==> config.mk <==
export PLATFORM = sky130hd
export DESIGN_NAME = sync_fifo_thresh_flat
export DESIGN_NICKNAME = d
export VERILOG_FILES = /design/src/rtl/fifo_pkg.sv /design/src/rtl/sync_fifo_thresh_if.sv /design/src/rtl/fifo_mem.sv /design/src/rtl/sync_fifo_thresh.sv /design/src/flat_wrapper.sv
export SDC_FILE = /design/constraint.sdc
export NUM_CORES = 1
export LEC_CHECK = 0
export CAP_MARGIN = 20
export CELL_PAD_IN_SITES_DETAIL_PLACEMENT = 1
export CELL_PAD_IN_SITES_GLOBAL_PLACEMENT = 1
export CORE_AREA = 2 2 80 121
export DETAILED_ROUTE_END_ITERATION = 8
export DIE_AREA = 0 0 82 123
export HOLD_SLACK_MARGIN = 0.15
export PLACE_DENSITY = 0.77
export SETUP_SLACK_MARGIN = 0.15
export SLEW_MARGIN = 40
export SYNTH_ARGS = -nofsm -noshare
export SYNTH_HDL_FRONTEND = slang
export SYNTH_SLANG_ARGS = --single-unit
==> constraint.sdc <==
create_clock -name clk -period 3.85 [get_ports clk]
set_clock_uncertainty 0.05 [all_clocks]
set_input_delay 1.155 -clock clk [delete_from_list [all_inputs] [get_ports clk]]
set_output_delay 1.155 -clock clk [all_outputs]
set_load 0.02 [all_outputs]
==> src/rtl/fifo_pkg.sv <==
// Shared FIFO definitions: pointer width helper, read-mode encodings
// and parameter-range checks used by the sync and async FIFOs.
`ifndef FIFO_PKG_SV
`define FIFO_PKG_SV

// Elaboration-time range check; instantiate inside a module body.
`define FIFO_CHECK_RANGE(lbl, val, lo, hi) \
  if (((val) < (lo)) || ((val) > (hi))) begin : lbl \
    $error("fifo parameter out of range"); \
  end

package fifo_pkg;

  localparam int FWFT_STD  = 0;
  localparam int FWFT_FALL = 1;

  typedef enum logic {
    FWFT_MODE_STD  = 1'b0,
    FWFT_MODE_FALL = 1'b1
  } fwft_mode_e;

  function automatic int PTR_W(input int asize);
    return asize + 1;
  endfunction

endpackage

`endif

==> src/rtl/sync_fifo_thresh_if.sv <==
// Producer/consumer bundle for sync_fifo_thresh.
// master drives requests, slave is the FIFO itself.
interface sync_fifo_thresh_if #(
    parameter int DSIZE = 8,
    parameter int ASIZE = 3
);
    logic             winc;
    logic [DSIZE-1:0] wdata;
    logic             wfull;
    logic             w_almost_full;
    logic             rinc;
    logic [DSIZE-1:0] rdata;
    logic             rempty;
    logic             r_almost_empty;
    logic [ASIZE:0]   count;
    logic             overflow;
    logic             underflow;
    logic             clr_err;

    modport master (
        output winc, wdata, rinc, clr_err,
        input  wfull, w_almost_full, rdata, rempty,
        input  r_almost_empty, count, overflow, underflow
    );

    modport slave (
        input  winc, wdata, rinc, clr_err,
        output wfull, w_almost_full, rdata, rempty,
        output r_almost_empty, count, overflow, underflow
    );
endinterface

==> src/rtl/fifo_mem.sv <==
// DEPTH x DSIZE storage with synchronous write; read port is
// combinational (fall-through) or registered with enable.
module fifo_mem
    import fifo_pkg::*;
#(
    parameter int DSIZE = 8,
    parameter int ASIZE = 3,
    parameter int FWFT  = FWFT_STD
) (
    input  logic             clk,
    input  logic             rst,
    input  logic             we,
    input  logic [ASIZE-1:0] waddr,
    input  logic [DSIZE-1:0] wdata,
    input  logic             re,
    input  logic [ASIZE-1:0] raddr,
    output logic [DSIZE-1:0] rdata
);
    localparam int DEPTH = 2 ** ASIZE;

    logic [DSIZE-1:0] mem [DEPTH];

    always_ff @(posedge clk) begin
        if (we) begin
            mem[waddr] <= wdata;
        end
    end

    generate
        if (FWFT == FWFT_FALL) begin : g_fwft
            // Enable and reset have no role on a combinational port.
            logic unused_fwft;
            assign unused_fwft = re ^ rst;
            assign rdata = mem[raddr];
        end else begin : g_std
            logic [DSIZE-1:0] rdata_q;
            always_ff @(posedge clk or posedge rst) begin
                if (rst) begin
                    rdata_q <= '0;
                end else if (re) begin
                    rdata_q <= mem[raddr];
                end
            end
            assign rdata = rdata_q;
        end
    endgenerate
endmodule

==> src/rtl/sync_fifo_thresh.sv <==
// Single-clock FIFO with occupancy count, threshold flags,
// optional fall-through read and sticky overflow/underflow.
module sync_fifo_thresh
    import fifo_pkg::*;
#(
    parameter int DSIZE             = 8,
    parameter int ASIZE             = 3,
    parameter int ALMOST_FULL_SIZE  = 5,
    parameter int ALMOST_EMPTY_SIZE = 3,
    parameter int FWFT              = FWFT_STD
) (
    input logic               clk,
    input logic               rst,
    sync_fifo_thresh_if.slave f
);
    localparam int DEPTH = 2 ** ASIZE;
    localparam int PW    = PTR_W(ASIZE);

    `FIFO_CHECK_RANGE(g_chk_dsize, DSIZE, 1, 1024)
    `FIFO_CHECK_RANGE(g_chk_asize, ASIZE, 1, 16)
    `FIFO_CHECK_RANGE(g_chk_af, ALMOST_FULL_SIZE, 1, DEPTH)
    `FIFO_CHECK_RANGE(g_chk_ae, ALMOST_EMPTY_SIZE, 0, DEPTH - 1)
    `FIFO_CHECK_RANGE(g_chk_fwft, FWFT, FWFT_STD, FWFT_FALL)

    localparam logic [PW-1:0] DEPTH_C = PW'(DEPTH);
    localparam logic [PW-1:0] AF_C    = PW'(ALMOST_FULL_SIZE);
    localparam logic [PW-1:0] AE_C    = PW'(ALMOST_EMPTY_SIZE);

    logic [PW-1:0]    wptr;
    logic [PW-1:0]    rptr;
    logic [PW-1:0]    count;
    logic [PW-1:0]    count_nxt;
    logic             wfull;
    logic             rempty;
    logic             w_almost_full;
    logic             r_almost_empty;
    logic             overflow;
    logic             underflow;
    logic             wr_ok;
    logic             rd_ok;
    logic             ovf_evt;
    logic             ufl_evt;
    logic [DSIZE-1:0] mem_rdata;

    // Acceptance uses the registered flags from before the edge.
    assign wr_ok   = f.winc & ~wfull;
    assign rd_ok   = f.rinc & ~rempty;
    assign ovf_evt = f.winc & wfull;
    assign ufl_evt = f.rinc & rempty;

    assign count_nxt = count + PW'(wr_ok) - PW'(rd_ok);

    always_ff @(posedge clk or posedge rst) begin
        if (rst) begin
            wptr           <= '0;
            rptr           <= '0;
            count          <= '0;
            wfull          <= 1'b0;
            rempty         <= 1'b1;
            w_almost_full  <= 1'b0;
            r_almost_empty <= 1'b1;
        end else begin
            if (wr_ok) begin
                wptr <= wptr + 1'b1;
            end
            if (rd_ok) begin
                rptr <= rptr + 1'b1;
            end
            count          <= count_nxt;
            wfull          <= (count_nxt == DEPTH_C);
            rempty         <= (count_nxt == '0);
            w_almost_full  <= (count_nxt >= AF_C);
            r_almost_empty <= (count_nxt <= AE_C);
        end
    end

    // A new error in the clearing cycle keeps its flag set.
    always_ff @(posedge clk or posedge rst) begin
        if (rst) begin
            overflow  <= 1'b0;
            underflow <= 1'b0;
        end else begin
            overflow  <= ovf_evt | (overflow & ~f.clr_err);
            underflow <= ufl_evt | (underflow & ~f.clr_err);
        end
    end

    fifo_mem #(
        .DSIZE (DSIZE),
        .ASIZE (ASIZE),
        .FWFT  (FWFT)
    ) u_mem (
        .clk   (clk),
        .rst   (rst),
        .we    (wr_ok),
        .waddr (wptr[ASIZE-1:0]),
        .wdata (f.wdata),
        .re    (rd_ok),
        .raddr (rptr[ASIZE-1:0]),
        .rdata (mem_rdata)
    );

    generate
        if (FWFT == FWFT_FALL) begin : g_rd_fwft
            assign f.rdata = rempty ? '0 : mem_rdata;
        end else begin : g_rd_std
            assign f.rdata = mem_rdata;
        end
    endgenerate

    assign f.count          = count;
    assign f.wfull          = wfull;
    assign f.rempty         = rempty;
    assign f.w_almost_full  = w_almost_full;
    assign f.r_almost_empty = r_almost_empty;
    assign f.overflow       = overflow;
    assign f.underflow      = underflow;
endmodule

==> src/flat_wrapper.sv <==
// flat-port wrapper written by rule: the top's interface ports become plain ports
module sync_fifo_thresh_flat import fifo_pkg::*;
#(
    parameter int DSIZE             = 8,
    parameter int ASIZE             = 3,
    parameter int ALMOST_FULL_SIZE  = 5,
    parameter int ALMOST_EMPTY_SIZE = 3,
    parameter int FWFT              = FWFT_STD
)
  (clk, rst, f_winc, f_wdata, f_rinc, f_clr_err, f_wfull, f_w_almost_full, f_rdata, f_rempty, f_r_almost_empty, f_count, f_overflow, f_underflow);
  sync_fifo_thresh_if #(.DSIZE(DSIZE), .ASIZE(ASIZE)) f_i ();
  input logic clk;
  input logic rst;
  input wire logic [$bits(f_i.winc)-1:0] f_winc;
  input wire logic [$bits(f_i.wdata)-1:0] f_wdata;
  input wire logic [$bits(f_i.rinc)-1:0] f_rinc;
  input wire logic [$bits(f_i.clr_err)-1:0] f_clr_err;
  output wire logic [$bits(f_i.wfull)-1:0] f_wfull;
  output wire logic [$bits(f_i.w_almost_full)-1:0] f_w_almost_full;
  output wire logic [$bits(f_i.rdata)-1:0] f_rdata;
  output wire logic [$bits(f_i.rempty)-1:0] f_rempty;
  output wire logic [$bits(f_i.r_almost_empty)-1:0] f_r_almost_empty;
  output wire logic [$bits(f_i.count)-1:0] f_count;
  output wire logic [$bits(f_i.overflow)-1:0] f_overflow;
  output wire logic [$bits(f_i.underflow)-1:0] f_underflow;
  assign f_i.winc = f_winc;
  assign f_i.wdata = f_wdata;
  assign f_i.rinc = f_rinc;
  assign f_i.clr_err = f_clr_err;
  assign f_wfull = f_i.wfull;
  assign f_w_almost_full = f_i.w_almost_full;
  assign f_rdata = f_i.rdata;
  assign f_rempty = f_i.rempty;
  assign f_r_almost_empty = f_i.r_almost_empty;
  assign f_count = f_i.count;
  assign f_overflow = f_i.overflow;
  assign f_underflow = f_i.underflow;
  sync_fifo_thresh #(.DSIZE(DSIZE), .ASIZE(ASIZE), .ALMOST_FULL_SIZE(ALMOST_FULL_SIZE), .ALMOST_EMPTY_SIZE(ALMOST_EMPTY_SIZE), .FWFT(FWFT)) u_core (.clk(clk), .rst(rst), .f(f_i));
endmodule
* After elaboration in Yosys (flattened, before gate mapping)
Memory sizes are Yosys's and may differ from the RTL's. A register that Yosys moved wholly into a read port is not among the register bits.
Cells that the tools add are included.
** Operators by class
- $add $sub $neg :: 4
- $mul :: 0
- Divide/modulo/power cells :: 0
- Order comparisons :: 2
- Eq/ne operators :: 1
- Shift operators :: 0
- Multiplexer cells :: 2
- Bitwise gates (word level) :: 11
- Reductions and logical operators :: 1
** Operators with widths (number)
- $add 4x1->4 const B :: 2
- $and 1x1->1 :: 6
- $add 4x1->4 :: 1
- $eq 4x4->1 const B :: 1
- $ge 4x3->1 const B :: 1
- $le 4x2->1 const B :: 1
- $logic_not 4->1 :: 1
- $sub 4x1->4 :: 1
- $not 1->1 :: 3
- $mux 1 :: 2
- $or 1x1->1 :: 2
** Storage, ports and cells
- Flip-flop bits (word level) :: 18
- Bits in latches :: 0
- Memory bits (writable) :: 64
- Bits in read-only memories :: 0
- Output and inout bits :: 18
- Word-level logic and storage cells :: 31
- Memories :: 1
** Memories
- u_core.u_mem.mem :: depth 8, bits a word 8, read ports 1, clocked after memory_dff 1, wr ports 1, line fifo_mem.sv:21 : logic [DSIZE-1:0] mem [DEPTH];

* Depth between registers and ports, before layout
- Depth after elaboration :: 5
- Gate-level depth with buffers :: 12
- Depth with buffers taken out :: 11

* Modules after synthesis
From an unflattened synthesis, not the netlist that was laid out.
** Unflattened totals
- Cell total of the unflattened synthesis :: 236
- Area, all modules :: 3626.0 sq um
** By module, submodules not included
- fifo_mem :: times used 1, cells an instance 170, area each 2865.2 sq um, sequential area each 2122.0 sq um
- sync_fifo_thresh :: times used 1, cells an instance 66, area each 760.7 sq um, sequential area each 402.9 sq um

* Worst setup path after synthesis
Ideal clock, no wire load.
- Path kind :: input-to-reg
- Start :: in f_rinc
- End :: reg u_core.wfull (netlist: u_core.f.wfull)
- Setup time :: 0.073 ns
- Arrival :: 2.703 ns
- Setup slack :: 1.025 ns
- Cell stages on the path :: 12
- Cells stage by stage :: nand2b_1 inv_1 buf_4 ha_1 inv_1 ha_1 inv_1 fa_1 inv_1 nor2_1 nand2_1 nor2b_1
** On the way
- Longest elaborated chain between the ends :: 3
** RTL lines
- from (decl) :: line flat_wrapper.sv:16 : input wire logic [$bits(f_i.rinc)-1:0] f_rinc;
- $and 1x1->1 :: line sync_fifo_thresh.sv:47 : assign rd_ok = f.rinc & ~rempty;
- via u_core.rd_ok :: line sync_fifo_thresh.sv:40 : logic rd_ok;
- $sub 4x1->4 :: line sync_fifo_thresh.sv:51 : assign count_nxt = count + PW'(wr_ok) - PW'(rd_ok);
- via u_core.count_nxt[1] :: line sync_fifo_thresh.sv:32 : logic [PW-1:0] count_nxt;
- $eq 4x4->1 :: line sync_fifo_thresh.sv:70 : wfull <= (count_nxt == DEPTH_C);
- to (signal assigned) :: line sync_fifo_thresh.sv:70
- to (decl) :: line sync_fifo_thresh.sv:33 : logic wfull;
The timed path passes the listed nets, and every way through them passes these cells.
A chain may end at the register's enable or synchronous reset.

* Worst setup path after layout
- Start :: in f_rinc
- End :: reg u_core.wfull (netlist: u_core.f.wfull)
** On the way
- Longest elaborated chain between the ends :: 3
** RTL lines (line)
- $and 1x1->1 :: sync_fifo_thresh.sv:47
- $sub 4x1->4 :: sync_fifo_thresh.sv:51
- $eq 4x4->1 :: sync_fifo_thresh.sv:70
No other way between the ends.

==> results_dict.tcl <==
set metrics [dict create \
    timing_hold_violations_final 0 \
    clockBufferDepth 2 \
    hpwl_microns 4960 \
    wl_met1_microns 3030 \
    yosys_register_bits 88 \
    maxCapViolCount 0 \
    r2r_end "u_core.f.wfull" \
    vias_per_cell 5.04 \
    stdcell_count 394 \
    synth.distinct_cells 28 \
    dp_cells 378 \
    r2r_cells 10 \
    clk_pin_slew_ns 0.06 \
    ir_drop_uv 381 \
    final_core_util 0.475 \
    ctsResizeCount 0 \
    cp-start-kind "primary input" \
    final_cell_mix "edfxtp_1 (64), mux2i_1 (32), clkdlybuf4s50_1 (30)" \
    power_frac_clock 0.245 \
    power.leakage_uw 0.00169 \
    multi_input_area_sq_um 893 \
    cts_setup_buffers 0 \
    antenna_cells 0 \
    p_switching_uw 1140 \
    port_buffers 30 \
    fin_crit_sh 0.788 \
    end_kind "register" \
    nFillCells 926 \
    cp.arrival_ns 3.25 \
    die_h_microns 123 \
    cts-root-buf "clkbuf_16" \
    start_util 0.393 \
    post-route-min-period_ns 3.04 \
    wire_per_inst_microns 19.1 \
    layout.nets 297 \
    power_uw 3410 \
    grt_pass1_wl_microns 11700 \
    coreArea_sq_um 9040 \
    pwr-share-comb 0.356 \
    status "complete, no violations" \
    drtPass1Iterations 4 \
    cts_tree "built" \
    dr_wl_met3_microns 213 \
    seqPwrFrac 0.399 \
    worst-path-max-fanout 3 \
    die-area_sq_um 10100 \
    cp.required_ns 4.06 \
    worst-setup-path-type "in2reg" \
    drive_above_1_share 0.121 \
    drt_iter0_markers 162 \
    power-per-cell-area_nw_per_um2 793 \
    grtUsageTotal 0.168 \
    finalWirelength_microns 7540 \
    r2r_start "u_core.f.rempty" \
    seq_area_sq_um 2520 \
    p_int_uw 2260 \
    synth_area_per_cell_sq_um 15.3 \
    ys_seq_area_frac 0.710 \
    die_w_microns 82 \
    clock_latency_ns 0.34 \
    maxSlewViolCount 0 \
    overflow 0 \
    cts.hold.buffers_added 0 \
    syn_nets 253 \
    ys_warn_count 0 \
    vias 1985 \
    worstMarginPinSlew_ns 0.773 \
    ios 31 \
    timing.fmax_mhz 329 \
    grt_max_degree 35 \
    gp_congestion 0.739 \
    holdCritPathClass "reg2reg" \
    drc 0 \
    final_common_cell "edfxtp_1" \
    numClockSinks 88 \
    startpoint "f_rinc" \
    syn-cell-area_sq_um 3560 \
    htreeDepth 3 \
    async_reset_ff_frac 0.273 \
    r2r_slack_ns 1.51 \
    endpoint "u_core.f.wfull" \
    synth_edf_count 64 \
    cts_buffers 9 \
    synth-main-ff-cell "edfxtp_1" \
    top_layer "met4" \
    fin_setup_tns_ns 0 \
    slew_headroom 0.483 \
    antenna_found_initial 0 \
    setup_violations 0 \
    rsz0062_at_grt "no" \
    area_growth_pct 20.8 \
    sw_frac_of_total 0.336 \
    wl_met2_microns 4080 \
    final_antenna_net_count 0 \
    rows 43 \
    grt_pass1_vias 2088 \
    netlist_instances 233 \
]
[flip-flops by register name (all words and copies together) (netlist names)]
register	count
u_core.f.rempty	1
u_core.f.overflow	1
u_core.f.count	4
u_core.f.w_almost_full	1
u_core.f.wfull	1
u_core.f.underflow	1
u_core.u_mem.mem	64
u_core.u_mem.rdata	8
u_core.wptr	3
u_core.rptr	3
u_core.f.r_almost_empty	1
[cell usage after synthesis (all sizes together) (2+ instances only)]
library cell   n  area, sq um
nor2          10         37.5
xnor2          5         51.3
ha             6         75.1
dfrtp         22          551
clkbuf         2         10.0
xor2           2         17.5
dfstp          2         52.6
nand2b         4         25.0
nor2b          4         25.0
o21ai          2         10.0
nor3           2         10.0
nand3          8         40.0
nand2         26         97.6
mux2i         32          320
inv           12         45.0
a22oi         16          120
buf            8         85.1
edfxtp        64         1920
[worst min-delay path by stage]
stage,start,to,slack (ns),depth (start not counted)
final,u_core.u_mem.rdata[3],u_core.u_mem.rdata[3],0.42,2
after global routing,u_core.u_mem.rdata[5],u_core.u_mem.rdata[5],0.45,2
after CTS,u_core.u_mem.rdata[5],u_core.u_mem.rdata[5],0.43,2
after detailed placement,u_core.u_mem.rdata[5],u_core.u_mem.rdata[5],0.42,2
after global placement,u_core.u_mem.rdata[4],u_core.u_mem.rdata[4],0.41,2
after floorplan,u_core.wptr[0],u_core.wptr[0],0.43,1
[routing by layer]
layer	track usage	vias to the layer above
met4	0.0875	0
li1	-	924
met2	0.278	38
met3	0.0358	16
met5	0	-
met1	0.204	1007
[cells by family (layout without fill, tap and decap cells)]
family | Yosys count | in the layout | synth area share
buffers and inverters | 22 | 71 | 0.0394
DFF | 88 | 88 | 0.710
xor gates and xnor gates | 7 | 7 | 0.0194
adders and majority gates | 7 | 7 | 0.0267
muxes | 33 | 33 | 0.0932
and+or+nand+nor | 55 | 55 | 0.0679
AOI/OAI and AO/OA | 21 | 21 | 0.0433
[per-stage QoR]
stage	setup WS, ns	cell area [sq um]	hold WS (ns)
finish	0.815	4290	0.423
global route	0.594	4290	0.453
CTS	0.767	4290	0.435
detailed placement	0.471	4000	0.420
global placement	0.626	4000	0.410
floorplan	1.02	3560	0.430
[layout make-up]
class	count	share of cell area
well taps	112	0.0326
clock inverters	4	0.00583
repair buffers	43	0.0927
multi-input cells	123	0.208
flip-flops and latches	88	0.588
clock buffers	12	0.0624
inverters	12	0.0105
[critical path: stages]
cell,delay [ns]
clkdlybuf4s50_1,0.48
nand2b_1,0.08
inv_1,0.09
ha_1,0.23
inv_1,0.06
ha_1,0.17
inv_1,0.06
fa_1,0.38
xor2_1,0.25
nand2_1,0.14
nor2b_1,0.14
[power by group through the flow]
stage                     Combinational, uW  Sequential [uW]  Clock [uW]
after floorplan                         765             1450           0
after global placement                 1170             1370           0
after detailed placement               1220             1380           0
after CTS                              1240             1360         847
after global routing                   1340             1390         881
final                                  1210             1360         833
No activity file was read; power rests on OpenSTA's default activity.
